### config.mk
export PLATFORM = sky130hd
export DESIGN_NAME = fifo_stream_reader
export DESIGN_NICKNAME = d
export VERILOG_FILES = /design/src/rtl/fifo_stream_pkg.sv /design/src/rtl/stream_skid_buf.sv /design/src/rtl/fifo_stream_reader.sv
export SDC_FILE = /design/constraint.sdc
export NUM_CORES = 1
export LEC_CHECK = 0
export CAP_MARGIN = 20
export CORE_UTILIZATION = 47
export DETAILED_ROUTE_END_ITERATION = 8
export PLACE_DENSITY = 0.86
export SETUP_SLACK_MARGIN = 0.02
export SYNTH_ARGS = -nofsm -noshare
export SYNTH_HDL_FRONTEND = slang
export SYNTH_SLANG_ARGS = --single-unit
### constraint.sdc
create_clock -name clk -period 2.04 [get_ports clk]
set_input_delay 0.204 -clock clk [delete_from_list [all_inputs] [get_ports clk]]
set_output_delay 0.204 -clock clk [all_outputs]
set_load 0.02 [all_outputs]
### src/rtl/fifo_stream_pkg.sv
// Shared helpers for the FIFO stream reader: width of the buffer occupancy count.
package fifo_stream_pkg;

  function automatic int count_width(input int depth);
    return $clog2(depth) + 1;
  endfunction

endpackage

### src/rtl/stream_skid_buf.sv
// Prefetch buffer: circular storage with head/tail/count and a push/pop interface.
module stream_skid_buf import fifo_stream_pkg::*; #(
  parameter int DATA_WIDTH = 8,
  parameter int BUF_DEPTH  = 2
) (
  input  logic                                clk,
  input  logic                                n_rst,
  input  logic                                clr,
  input  logic                                push,
  input  logic [DATA_WIDTH-1:0]               push_data,
  input  logic                                pop,
  output logic                                out_valid,
  output logic [DATA_WIDTH-1:0]               out_data,
  output logic [count_width(BUF_DEPTH)-1:0]   count
);

  localparam int AW = $clog2(BUF_DEPTH);
  localparam int CW = count_width(BUF_DEPTH);
  localparam logic [AW-1:0] PTR_ONE = {{(AW-1){1'b0}}, 1'b1};
  localparam logic [CW-1:0] CNT_ONE = {{(CW-1){1'b0}}, 1'b1};

  logic [DATA_WIDTH-1:0] mem_q [BUF_DEPTH];
  logic [DATA_WIDTH-1:0] mem_d [BUF_DEPTH];
  logic [AW-1:0]         head_q, head_d;
  logic [AW-1:0]         tail_q, tail_d;
  logic [CW-1:0]         count_q, count_d;
  logic                  valid_q, valid_d;

  always_comb begin
    mem_d   = mem_q;
    head_d  = head_q;
    tail_d  = tail_q;
    count_d = count_q;
    if (clr) begin
      head_d  = '0;
      tail_d  = '0;
      count_d = '0;
    end else begin
      if (push) begin
        mem_d[tail_q] = push_data;
        tail_d        = tail_q + PTR_ONE;
      end else begin
        tail_d = tail_q;
      end
      if (pop) begin
        head_d = head_q + PTR_ONE;
      end else begin
        head_d = head_q;
      end
      case ({push, pop})
        2'b10:   count_d = count_q + CNT_ONE;
        2'b01:   count_d = count_q - CNT_ONE;
        default: count_d = count_q;
      endcase
    end
    // Power-of-two depth lets the pointers wrap by natural overflow.
    valid_d = (count_d != '0);
  end

  always_ff @(posedge clk or negedge n_rst) begin
    if (!n_rst) begin
      for (int i = 0; i < BUF_DEPTH; i++) begin
        mem_q[i] <= '0;
      end
      head_q  <= '0;
      tail_q  <= '0;
      count_q <= '0;
      valid_q <= 1'b0;
    end else begin
      mem_q   <= mem_d;
      head_q  <= head_d;
      tail_q  <= tail_d;
      count_q <= count_d;
      valid_q <= valid_d;
    end
  end

  assign out_valid = valid_q;
  assign out_data  = mem_q[head_q];
  assign count     = count_q;

endmodule

### src/rtl/fifo_stream_reader.sv
// Drives the read side of a registered-output FIFO and re-presents its words as a
// full-throughput valid/ready stream. Note: m_ready reaches fifo_rd_en combinationally.
module fifo_stream_reader import fifo_stream_pkg::*; #(
  parameter int DATA_WIDTH = 8,
  parameter int BUF_DEPTH  = 2
) (
  input  logic                                clk,
  input  logic                                n_rst,
  input  logic                                fifo_empty,
  output logic                                fifo_rd_en,
  input  logic [DATA_WIDTH-1:0]               fifo_data_out,
  input  logic                                flush,
  output logic                                m_valid,
  input  logic                                m_ready,
  output logic [DATA_WIDTH-1:0]               m_data,
  output logic [count_width(BUF_DEPTH)-1:0]   buf_count
);

  localparam int CW = count_width(BUF_DEPTH);
  localparam logic [CW:0] DEPTH_C = (CW+1)'(BUF_DEPTH);

  logic          inflight_q, inflight_d;
  logic          pop;
  logic          room;
  logic [CW-1:0] count;

  assign pop  = m_valid & m_ready;
  // Reserve a slot for the word already on its way out of the FIFO.
  assign room = ({1'b0, count} + {{CW{1'b0}}, inflight_q}) < DEPTH_C;
  assign fifo_rd_en = n_rst & ~fifo_empty & ~flush & (room | pop);

  always_comb begin
    inflight_d = 1'b0;
    if (flush) begin
      inflight_d = 1'b0;
    end else begin
      inflight_d = fifo_rd_en & ~fifo_empty;
    end
  end

  always_ff @(posedge clk or negedge n_rst) begin
    if (!n_rst) begin
      inflight_q <= 1'b0;
    end else begin
      inflight_q <= inflight_d;
    end
  end

  // A word landing during flush belongs to the discarded stream, so clr overrides push.
  stream_skid_buf #(
    .DATA_WIDTH (DATA_WIDTH),
    .BUF_DEPTH  (BUF_DEPTH)
  ) u_buf (
    .clk       (clk),
    .n_rst     (n_rst),
    .clr       (flush),
    .push      (inflight_q),
    .push_data (fifo_data_out),
    .pop       (pop),
    .out_valid (m_valid),
    .out_data  (m_data),
    .count     (count)
  );

  assign buf_count = count;

endmodule

* Yosys cells after proc, flatten, opt, wreduce, memory -nomap -nowiden *
Cells that the tools add are included.

storage, ports and cells
  logic and storage cells = 46
  bits in registers = 22
  output and inout bits = 12

cells by class
  muxes and demuxes = 13
  equal/unequal tests = 2
  bitwise logic cells = 10
  add/sub/neg operators = 5
  $lt $le $gt $ge = 4
  reduce and logical (&&, ||, !) cells = 5

operators with widths
  kind                   count
  $mux W8                4
  $bwmux W16             1
  $demux W8 S1           1
  $reduce_bool A2 Y1     3
  $and A1 B1 Y1          5
  $mux W1                5
  $ge A2 B2 Y1 const B   2
  $not A1 Y2             2
  $pmux W2 S2            1
  $add A2 B1 Y3          1
  $lt A3 B2 Y1 const B   1
  $add A1 B1 Y1 const B  2
  $add A2 B1 Y2 const B  1
  $eq A2 B1 Y1 const B   1
  $eq A2 B2 Y1 const B   1
  $lt A2 B1 Y1 const B   1
  $mux W2                1
  $not A1 Y1             2
  $reduce_and A2 Y1      1
  $sub A2 B1 Y2 const B  1
  $logic_and A1 B1 Y1    1
  $or A1 B1 Y1           1

* Depth between registers and ports, before layout *
  depth in word-level cells = 6
  mapped depth = 5
  depth with buffers taken out = 5

* Modules after synthesis *
A second synthesis with hierarchy kept.

unflattened totals
  cells, all modules = 70
  area total of the unflattened synthesis = 996.0 µm²

by module, submodules not included
  module              sequential area each (µm²)  times used  area each (µm²)  cells each
  stream_skid_buf     525.5                       1           933.4            64
  fifo_stream_reader  25.0                        1           62.6             6

* Worst setup path after synthesis *
OpenSTA, ideal clock, no wires.

  kind = flip-flop to output port
  start point = register u_buf.count_q[0] (netlist: u_buf.count[0])
  end point = output fifo_rd_en
  slack = 393 ps
  cell stages (with the launch flop) = 4
  data required time = 1836 ps
  arrival = 1443 ps
  path buffers = 0
  cells stage by stage = dfrtp_1 -> a21oi_1 -> nor2_1 -> nor4b_1

on the way
  longest elaborated chain between the ends = 4

RTL lines
  element                 line                      source
  from (decl)             stream_skid_buf.sv:26     logic [CW-1:0] count_q, count_d;
  from (signal assigned)  stream_skid_buf.sv:73     count_q <= count_d;
  $add A2 B1 Y3           fifo_stream_reader.sv:29  assign room = ({1'b0, count} + {{CW{1'b0}}, inflight_q}) < DEPTH_C;
  $lt A3 B2 Y1            fifo_stream_reader.sv:29
  $or A1 B1 Y1            fifo_stream_reader.sv:30  assign fifo_rd_en = n_rst & ~fifo_empty & ~flush & (room | pop);
  $and A1 B1 Y1           fifo_stream_reader.sv:30
  to (decl)               fifo_stream_reader.sv:10  output logic fifo_rd_en,

No other way between the ends.

* Worst setup path in the final report *
  start point = register u_buf.head_q
  end point = output m_data[1]

on the way
  longest elaborated chain between the ends = 4

RTL lines
  element                                     line                      source
  from (decl)                                 stream_skid_buf.sv:24     logic [AW-1:0] head_q, head_d;
  from (signal assigned)                      stream_skid_buf.sv:65     head_q <= '0;
  from (signal assigned)                      stream_skid_buf.sv:71     head_q <= head_d;
  $not A1 Y2 (not written as such)            stream_skid_buf.sv:79     assign out_data = mem_q[head_q];
  $mux W8 (not written as such) (3 in a row)  stream_skid_buf.sv:79
  to (decl)                                   fifo_stream_reader.sv:15  output logic [DATA_WIDTH-1:0] m_data,

No other way between the ends. The select of a mux whose other input is x is not followed.

==> results.py <==
metrics = {
    "setup_path": {
        "cp.required_ps": 1840,
        "critPathMaxStageDelay_ps": 550,
        "cp_cell_sequence": "mux2_2 > clkdlybuf4s50_1",
        "cp_num_buf_inv": 1,
        "crit_arrival_ps": 1760,
        "cp_max_fo": 9,
        "crit_type": "register to primary output",
        "critPathTopFamily": "buffers and inverters",
        "end_kind": "primary output",
        "crit_slowest_cell": "clkdlybuf4s50_1",
        "crit_path_start_kind": "register",
    },
    "clock_tree": {
        "cts_buffers": 3,
        "insertion_delay_ps": 320,
        "cts_tree": "built",
        "hold_buffers": 0,
        "clk_pin_slew_worst_paths_ps": 130,
        "cts-htree-levels": 1,
        "cts_root_buffer": "clkbuf_4",
        "cts_buffer_depth": 2,
        "cts_sinks": 22,
    },
    "timing": {
        "finClkSkew_ps": 14.29,
        "slew_violations": 0,
        "fin_setup_tns_ps": 0,
        "worst_pin_slew_ps": 436.0,
        "layout_min_cycle_time_ps": 1959,
        "rsz0062_at_grt": "no",
        "max_freq_mhz": 510.3,
        "setup_viol": 0,
        "hold_viol_final": 0,
        "period_share": 0.9605,
        "slew_headroom": 0.7084,
    },
    "floorplan": {
        "die_area_um2": 2338,
        "die_height_um": 48.35,
        "initial_core_util": 0.5095,
        "fp.dieW_um": 48.35,
        "rows": 16,
        "ios": 25,
        "core_area_um2": 1982,
    },
    "drt": {
        "drt_wl_total_mm": 1.894,
        "first_pass_iters": 2,
        "wl_per_cell_um": 14.80,
        "drt_iter0_markers": 5,
        "vias": 670,
        "routed_via_density": 5.234,
        "drc_errors": 0,
        "final_antenna_net_count": 0,
    },
    "yosys": {
        "avgSynthCellArea_um2": 14.02,
        "synthCells": 72,
        "synth_area_leaders": "dfrtp_1 55%, mux2_2 27%, xnor2_1 2.6%, nor4b_1 1.7%, nor3_4 1.6%",
        "syn_area_um2": 1010,
        "synthesis.nets": 86,
        "yosysWarnings": 0,
        "synth-seq-cells": 22,
        "synth_largest_area_cell": "dfrtp_1",
        "seq_area_frac_synth": 0.5452,
        "synth.distinct_cells": 20,
        "yosysTopAreaCellShare": 0.5452,
    },
    "outcome": {
        "status": "completed",
    },
    "grt": {
        "grt.total_usage": 0.1881,
        "grt_overflow_total": 0,
        "grt_pass1_wl_mm": 3.243,
        "grt_max_degree": 24,
        "grt_antenna_before_repair": 0,
        "grt_pass1_vias": 714,
    },
    "final_layout": {
        "antenna_cells": 0,
        "final_area_um2": 1343,
        "areaGrowthSynthToFinish_pct": 32.96,
        "fill_cells": 132,
        "drive_above_1_share": 0.3465,
        "layout.nets": 116,
    },
    "place": {
        "placed_area_um2": 1290,
        "dp_hpwl_mm": 1.365,
        "gp_congestion": 0.7389,
        "portBuffers": 24,
    },
    "power": {
        "p_clk_frac": 0.257,
        "power.internal_uw": 951.5,
        "ir_drop_mv": 0.7739,
        "total_power_mw": 1.311,
        "power_frac_comb": 0.308,
        "powerDensity_nw_per_um2": 976.3,
        "p_leak_nw": 0.5779,
        "sw_frac_of_total": 0.2740,
        "pwr-share-seq": 0.435,
        "power.switching_uw": 359.1,
    },
    "job": {
        "cap_violations": 0,
    },
    "min_path": {
        "hp-class": "primary input to async pin",
    },
}
[repair_timing]
item / in CTS / in global routing
gates resized for setup: 2 / 0
hold endpoints to repair: 0 / 0
buffers inserted: 0 / 0
setup endpoints to repair: 9 / 0
[per-stage QoR]
stage	hold WS (ps)	std cells	utilization	setup slack, ps
6_report	296.3	128	0.6774	80.56
2_1_floorplan	-91.59	72	-	392.5
3_5_place_dp	492.0	124	0.6509	49.51
3_3_place_gp	481.2	124	0.6509	82.73
4_1_cts	295.4	128	0.6774	55.05
5_1_grt	318.2	128	0.6774	28.62
[state kept, by name, indices dropped and copies added, names as in the netlist]
signal / cells
u_buf.out_valid: 1
u_buf.head_q: 1
u_buf.count: 2
u_buf.mem_q: 16
inflight_q: 1
u_buf.tail_q: 1
[synthesized netlist by cell type]
cell type,instances
inv_2,1
nor3_1,1
nand3b_2,1
nor3_4,1
and2_1,1
mux2_2,24
xnor2_1,3
xor2_1,1
nand2b_1,1
or3_1,1
dfrtp_1,22
nand3b_1,1
buf_2,1
o21ai_0,1
buf_6,1
a21oi_1,3
nor4b_1,2
nor4bb_1,1
ha_1,1
nor2_1,4
[power by group through the flow]
stage	registers [mW]	clock network (mW)	logic [mW]
after detailed placement	0.579	0	0.408
final	0.570	0.337	0.404
after floorplan	0.566	0	0.238
after global placement	0.570	0	0.398
after CTS	0.571	0.349	0.410
after global routing	0.584	0.362	0.432
[cells by family after synthesis]
family	Yosys count	share of synthesized area
muxes	24	0.2677
DFF	22	0.5452
and+or+nand+nor	14	0.1004
AOI/OAI and AO/OA	4	0.01982
xor gates and xnor gates	4	0.03470
buffers and inverters	3	0.01982
adders and majority gates	1	0.01239
[worst paths after layout]
| path | startpoint | endpoint | slack (ps) | cells after the start |
|---|---|---|---|---|
| setup / recovery | u_buf.head_q | m_data[1] | 80 | 2 |
| min in group clk | fifo_empty | inflight_q | 440 | 2 |
| hold reg to reg | u_buf.mem_q[11] | u_buf.mem_q[11] | 520 | 1 |
| hold / removal | n_rst | u_buf.count[0] | 300 | 2 |
| max in group asynchronous | n_rst | u_buf.head_q | 1510 | 2 |
| setup reg to reg | u_buf.out_valid | u_buf.count[1] | 380 | 5 |
[layout make-up]
class | instances | area [µm²] | share of cell area
Clock buffer | 3 | 22.52 | 0.01678
Inverter | 1 | 3.754 | 0.002796
Multi-Input combinational cell | 47 | 439.2 | 0.3271
Sequential cell | 22 | 551.8 | 0.4110
Clock inverter | 1 | 30.03 | 0.02237
Tap cell | 27 | 33.78 | 0.02516
Timing Repair Buffer | 27 | 261.5 | 0.1948
[placed cells by master (no fill, tap or decap), drive strengths merged, types with 2 or more instances in the layout]
| master | n |
|---|---|
| nor3 | 2 |
| mux2 | 24 |
| dfrtp | 22 |
| nor4b | 2 |
| a21oi | 3 |
| buf | 3 |
| clkdlybuf4s50 | 23 |
| nand3b | 2 |
| nor2 | 4 |
| clkbuf | 3 |
| xnor2 | 3 |
[layer usage]
metal	wire length, µm	global-route usage	share of wire	up-vias
met5	0	0	0	-
met4	48	0.1176	0.025	0
met3	58	0.01887	0.031	5
met2	967	0.3122	0.51	18
met1	819	0.2369	0.43	328
li1	-	-	-	319
Note: power is estimated with default switching activity, not from simulation.
